==> config.mk <==
export PLATFORM = sky130hd
export DESIGN_NAME = rx_stream_arbiter
export DESIGN_NICKNAME = d
export VERILOG_FILES = /design/src/rtl/rx_stream_arbiter.sv
export SDC_FILE = /design/constraint.sdc
export NUM_CORES = 1
export LEC_CHECK = 0
export BUFFER_PORTS_ARGS = -buffer_cell sky130_fd_sc_hd__buf_2
export CAP_MARGIN = 20
export CORE_UTILIZATION = 35
export CTS_CLUSTER_DIAMETER = 60
export DETAILED_ROUTE_END_ITERATION = 6
export GPL_ROUTABILITY_DRIVEN = 0
export SYNTH_ARGS = -nofsm -noshare
export SYNTH_HDL_FRONTEND = slang
export SYNTH_SLANG_ARGS = --single-unit
==> constraint.sdc <==
create_clock -name clk -period 5.92 [get_ports clk]
set_clock_uncertainty 0.15 [all_clocks]
set_input_delay 0.296 -clock clk [delete_from_list [all_inputs] [get_ports clk]]
set_output_delay 0.296 -clock clk [all_outputs]
set_load 0.02 [all_outputs]
==> src/rtl/rx_stream_arbiter.sv <==
// Round-robin, packet-granular arbiter that merges NUM_SRC RX link streams onto one
// AXI-Stream master. Each burst is closed with TLAST and every beat is tagged with its source ID.

module rx_stream_arbiter_src (
    input  logic en,
    input  logic valid,
    input  logic done,
    input  logic sel,
    input  logic room,
    output logic req,
    output logic tready
);
    assign req    = en & valid & ~done;
    assign tready = sel & room;
endmodule

module rx_stream_arbiter #(
    parameter int NUM_SRC      = 4,
    parameter int DATA_W       = 16,
    parameter int IDLE_TIMEOUT = 100,
    parameter int MAX_BURST    = 1024,
    parameter int SRC_W        = (NUM_SRC > 1) ? $clog2(NUM_SRC) : 1
) (
    input  logic                      clk,
    input  logic                      rst_n,
    input  logic [NUM_SRC*DATA_W-1:0] S_AXIS_TDATA,
    input  logic [NUM_SRC-1:0]        S_AXIS_TVALID,
    output logic [NUM_SRC-1:0]        S_AXIS_TREADY,
    input  logic [NUM_SRC-1:0]        SRC_DONE,
    input  logic [NUM_SRC-1:0]        SRC_EN,
    output logic [DATA_W-1:0]         M_AXIS_TDATA,
    output logic                      M_AXIS_TVALID,
    input  logic                      M_AXIS_TREADY,
    output logic [DATA_W/8-1:0]       M_AXIS_TKEEP,
    output logic                      M_AXIS_TLAST,
    output logic [SRC_W-1:0]          M_AXIS_TUSER,
    output logic [SRC_W-1:0]          GRANT_ID,
    output logic                      BUSY,
    output logic                      PKT_DONE,
    output logic [31:0]               BURST_COUNT
);
    localparam logic [1:0] ST_IDLE  = 2'd0;
    localparam logic [1:0] ST_GRANT = 2'd1;
    localparam logic [1:0] ST_FLUSH = 2'd2;

    logic [1:0]             state;
    logic [SRC_W-1:0]       grant_id;
    logic [SRC_W-1:0]       rr_ptr;
    logic [1:0][DATA_W-1:0] fifo;
    logic [1:0]             fcnt;
    logic [31:0]            idle_cnt;
    logic [31:0]            acc_cnt;
    logic [31:0]            burst_cnt;
    logic                   pkt_done;

    logic [NUM_SRC-1:0]     req;
    logic [NUM_SRC-1:0]     sel;
    logic                   granted;
    logic                   room;
    logic                   in_acc;
    logic                   m_valid;
    logic                   out_hs;
    logic                   end_cond;
    logic                   any_req;
    logic [SRC_W-1:0]       winner;
    logic [SRC_W:0]         cand;
    logic [DATA_W-1:0]      in_data;
    logic [1:0]             fcnt_nxt;

    assign granted = (state == ST_GRANT);
    // Stop accepting once MAX_BURST beats are in so the closing cycle cannot add one more.
    assign room    = (fcnt != 2'd2) && (acc_cnt != 32'(MAX_BURST));

    for (genvar i = 0; i < NUM_SRC; i++) begin : g_src
        assign sel[i] = granted && (grant_id == SRC_W'(i));
        rx_stream_arbiter_src u_src (
            .en     (SRC_EN[i]),
            .valid  (S_AXIS_TVALID[i]),
            .done   (SRC_DONE[i]),
            .sel    (sel[i]),
            .room   (room),
            .req    (req[i]),
            .tready (S_AXIS_TREADY[i])
        );
    end

    assign in_acc = |(S_AXIS_TVALID & S_AXIS_TREADY);

    always_comb begin
        in_data = '0;
        for (int i = 0; i < NUM_SRC; i++) begin
            if (grant_id == SRC_W'(i)) in_data = S_AXIS_TDATA[i*DATA_W +: DATA_W];
        end
    end

    // First requester after rr_ptr, wrapping; rr_ptr itself is checked last.
    always_comb begin
        any_req = 1'b0;
        winner  = rr_ptr;
        cand    = '0;
        for (int k = 1; k <= NUM_SRC; k++) begin
            cand = {1'b0, rr_ptr} + (SRC_W+1)'(k);
            if (cand >= (SRC_W+1)'(NUM_SRC)) cand = cand - (SRC_W+1)'(NUM_SRC);
            if (!any_req && req[cand[SRC_W-1:0]]) begin
                any_req = 1'b1;
                winner  = cand[SRC_W-1:0];
            end
        end
    end

    // While granted, the head is shown only with a second beat behind it, so it cannot be last.
    assign m_valid  = (granted && fcnt == 2'd2) || (state == ST_FLUSH && fcnt != 2'd0);
    assign out_hs   = m_valid && M_AXIS_TREADY;
    assign fcnt_nxt = fcnt + {1'b0, in_acc} - {1'b0, out_hs};
    assign end_cond = granted && (SRC_DONE[grant_id] || !SRC_EN[grant_id] ||
                                  idle_cnt == 32'(IDLE_TIMEOUT) ||
                                  acc_cnt == 32'(MAX_BURST));

    always_ff @(posedge clk or negedge rst_n) begin
        if (!rst_n) begin
            fifo <= '0;
            fcnt <= 2'd0;
        end else begin
            fcnt <= fcnt_nxt;
            case ({in_acc, out_hs})
                2'b10: fifo[fcnt[0]] <= in_data;
                2'b01: fifo[0] <= fifo[1];
                2'b11: begin
                    fifo[0] <= (fcnt == 2'd1) ? in_data : fifo[1];
                    fifo[1] <= in_data;
                end
                default: ;
            endcase
        end
    end

    always_ff @(posedge clk or negedge rst_n) begin
        if (!rst_n) begin
            state     <= ST_IDLE;
            grant_id  <= '0;
            rr_ptr    <= SRC_W'(NUM_SRC - 1);
            idle_cnt  <= '0;
            acc_cnt   <= '0;
            burst_cnt <= '0;
            pkt_done  <= 1'b0;
        end else begin
            pkt_done <= 1'b0;
            if (out_hs) burst_cnt <= burst_cnt + 32'd1;
            case (state)
                ST_IDLE: begin
                    if (any_req) begin
                        grant_id  <= winner;
                        rr_ptr    <= winner;
                        idle_cnt  <= '0;
                        acc_cnt   <= '0;
                        burst_cnt <= '0;
                        state     <= ST_GRANT;
                    end
                end
                ST_GRANT: begin
                    idle_cnt <= in_acc ? 32'd0 : idle_cnt + 32'd1;
                    if (in_acc) acc_cnt <= acc_cnt + 32'd1;
                    if (end_cond) state <= (fcnt_nxt == 2'd0) ? ST_IDLE : ST_FLUSH;
                end
                ST_FLUSH: begin
                    if (fcnt == 2'd0) begin
                        state <= ST_IDLE;
                    end else if (out_hs && fcnt == 2'd1) begin
                        state    <= ST_IDLE;
                        pkt_done <= 1'b1;
                    end
                end
                default: state <= ST_IDLE;
            endcase
        end
    end

    assign M_AXIS_TDATA  = fifo[0];
    assign M_AXIS_TVALID = m_valid;
    assign M_AXIS_TKEEP  = '1;
    assign M_AXIS_TLAST  = (state == ST_FLUSH) && (fcnt == 2'd1);
    assign M_AXIS_TUSER  = grant_id;
    assign GRANT_ID      = grant_id;
    assign BUSY          = (state != ST_IDLE);
    assign PKT_DONE      = pkt_done;
    assign BURST_COUNT   = burst_cnt;
endmodule
==> results.yml <==
setup_path:
  cp_data_arrival_time_ns: 3.40
  crit_required_ns: 6.07
  end_kind: "register"
  rr_startpoint: "state[0]"
  criticalPathCategory: "register to register"
  worst_setup_path_startpoint: "state[0]"
  path_max_fanout: 16
  cp-start-kind: "register"
  r2r_slack_ns: 2.66
timing:
  setup_viol: 0
  rsz0062_at_grt: "false"
  tightest_slew_ns: 0.867
  clock.fmax_ghz: 0.307
  finalMaxSlewViolations: 0
  setup_ws_ns: 2.66
  tns_ns: 0
  period_minus_slack_ns: 3.26
  hold_viol: 0
  min_period_over_period: 0.550
  relSlewSlack: 0.422
worst_hold_path:
  hp-class: "input pin to register"
  worstHoldStart: "M_AXIS_TREADY"
detailed_routing:
  vias_per_cell: 5.57
  detail-route-antenna-nets: 0
  drc: 17
  vias: 6836
  first_pass_iters: 7
  wl_per_cell_um: 16.1
  drt-initial-drc-count: 478
  routed_wl_um: 19700
layout:
  final_cell_area_mm2: 0.00944
  area_growth_pct: 18.9
  diodes: 0
  drive_gt1_frac: 0.254
  nFillCells: 2149
  nets: 1024
synth:
  synth-simple-area-share: 0.227
  syn-cell-area_mm2: 0.00794
  synth_area_leaders: "dfrtp_1, xor2_1, mux4_2"
  synth_fa_ha_area_frac: 0.0173
  netlist_instances: 828
  avgSynthCellArea_um2: 9.59
  async_flop_share: 1.00
  yosys_warnings: 0
  synth_edf_count: 0
  synth_compound_area_frac: 0.126
  synth-xor-area-share: 0.0596
  ys_seq_area_frac: 0.432
  synth_most_common_cell: "dfrtp_1"
  synth_top_cell_area_share: 0.425
  synth.distinct_cells: 59
  synth.area.mux_share: 0.0785
  synth_top_area_cell: "dfrtp_1"
  synth_seq_cells: 137
  ys.flop_type: "dfrtp_1"
  synthTopCellsByCount: "dfrtp_1, nor2_1, nand2_1, nand4_1, xor2_1"
  synth_top_family_by_area: "simple AND/OR/NAND/NOR gates"
global_route:
  antenna_found_initial: 0
  grt_remaining_overflow: 0
  grt_pass1_wl_um: 32700
  grt_max_degree: 92
  grtUsageTotal: 0.171
  grt_pass1_vias: 6555
clocking:
  clockRootBuffer: "clkbuf_16"
  cts_made_buffers: 17
  cts.sinks: 137
  cts_setup_buffers: 0
  ctsResizeCount: 0
  tritoncts: "built"
  clock_path_buffers: 2
  clk_pin_slew_worst_paths_ns: 0.06
  clk_latency_ns: 0.43
  h-tree-depth: 4
  cts_hold_buf: 1
pwr:
  swShare: 0.370
  p_seq_frac: 0.337
  clockPowerShare: 0.320
  leakagePower_nw: 4.10
  vdd_drop_max_mv: 0.179
  combPwrFrac: 0.343
  power_switching_mw: 1.35
  cellInternalPower_mw: 2.30
  total_power_mw: 3.65
  power_density_mw_per_mm2: 387
floorplanning:
  die_w_um: 153
  floorplan.rows: 54
  die_height_um: 153
  io_pins: 141
  core_area_mm2: 0.0220
  initial_core_util: 0.360
  dieArea_mm2: 0.0233
run:
  max_cap_viol_count: 0
status:
  outcome: "complete, but fails checks"
  violations: "DRC"
placed_design:
  dpl_cell_area_mm2: 0.00878
  hpwlAfterDp_um: 13400
  io_buffers: 138
  post-place-ws_ns: 2.69
==> path summary, 6_finish.rpt <==
check	end	cells past startpoint
max	M_AXIS_TDATA[3]	10
min	state[1]	4
max reg2reg	M_AXIS_TDATA[3]	10
min reg2reg	fifo[21]	1
max in group asynchronous	M_AXIS_TDATA[11]	3
min in group asynchronous	BURST_COUNT[20]	2
==> layout by cell type (no fill, tap or decap), types with 25 or more instances in the layout <==
| cell type | n |
|---|---|
| xor2_1 | 46 |
| dfrtp_1 | 135 |
| nor2_1 | 77 |
| inv_1 | 28 |
| a21oi_1 | 40 |
| nand2_1 | 56 |
| nand3_1 | 41 |
| nand4_1 | 48 |
| o21ai_0 | 25 |
| buf_2 | 137 |
==> metal layers <==
layer,vias to the layer above,global-route usage,part of all wire
met5,-,0,0
met4,0,0.0577,0.018
met3,26,0.0373,0.054
met2,202,0.279,0.47
met1,3336,0.225,0.45
li1,3272,-,-
==> cell type report <==
type                            instances  area, um2  share of cell area
Clock buffer                           18        439              0.0465
Clock inverter                         14        209              0.0221
Inverter                               28        105              0.0111
Multi-Input combinational cell        594       4070               0.431
Sequential cell                       137       3430               0.364
Tap cell                              280        350              0.0371
Timing Repair Buffer                  156        835              0.0884
==> metrics by stage <==
step / std cells / util / hold WS (ns)
2_1_floorplan: 829 / - / -0.150
3_3_place_gp: 1194 / 0.399 / 0.286
3_5_place_dp: 1194 / 0.399 / 0.298
4_1_cts: 1227 / 0.428 / 0.198
5_1_grt: 1227 / 0.428 / 0.216
6_report: 1227 / 0.428 / 0.208
==> registers in the layout, summed over array words and instances, names as in the netlist <==
register and flops:
BURST_COUNT 32, GRANT_ID 2, M_AXIS_TDATA 16, PKT_DONE 1, acc_cnt 32, fcnt 2
fifo 16, idle_cnt 32, rr_ptr 2, state 2
==> critical path: stages, from the launching register on <==
cell and delay, ns:
dfrtp_1 0.55, or3b_4 0.48, a211oi_2 0.23, buf_4 0.25
inv_1 0.11, ha_1 0.25, a2111oi_2 0.29, buf_4 0.26
o21ai_0 0.28, a21oi_1 0.22, a211oi_1 0.06
==> cells by family (layout without fill, tap and decap cells) <==
logic type	count (synthesis)	after routing
flip-flops	137	137
other	1	2
XOR/XNOR	54	54
adder cells (fa/ha/maj)	11	11
multiplexers	39	39
AND/OR/NAND/NOR	333	333
AO/OA/AOI/OAI	155	155
buffers and inverters	98	216
==> power groups by stage <==
stage | clock [mW] | sequential, mW | combinational [mW]
2_1_floorplan | 0 | 1.21 | 0.994
6_report | 1.17 | 1.23 | 1.25
3_3_place_gp | 0 | 1.24 | 1.24
3_5_place_dp | 0 | 1.24 | 1.26
4_1_cts | 1.20 | 1.23 | 1.26
5_1_grt | 1.24 | 1.25 | 1.37
Note: power is estimated with default switching activity, not from simulation.
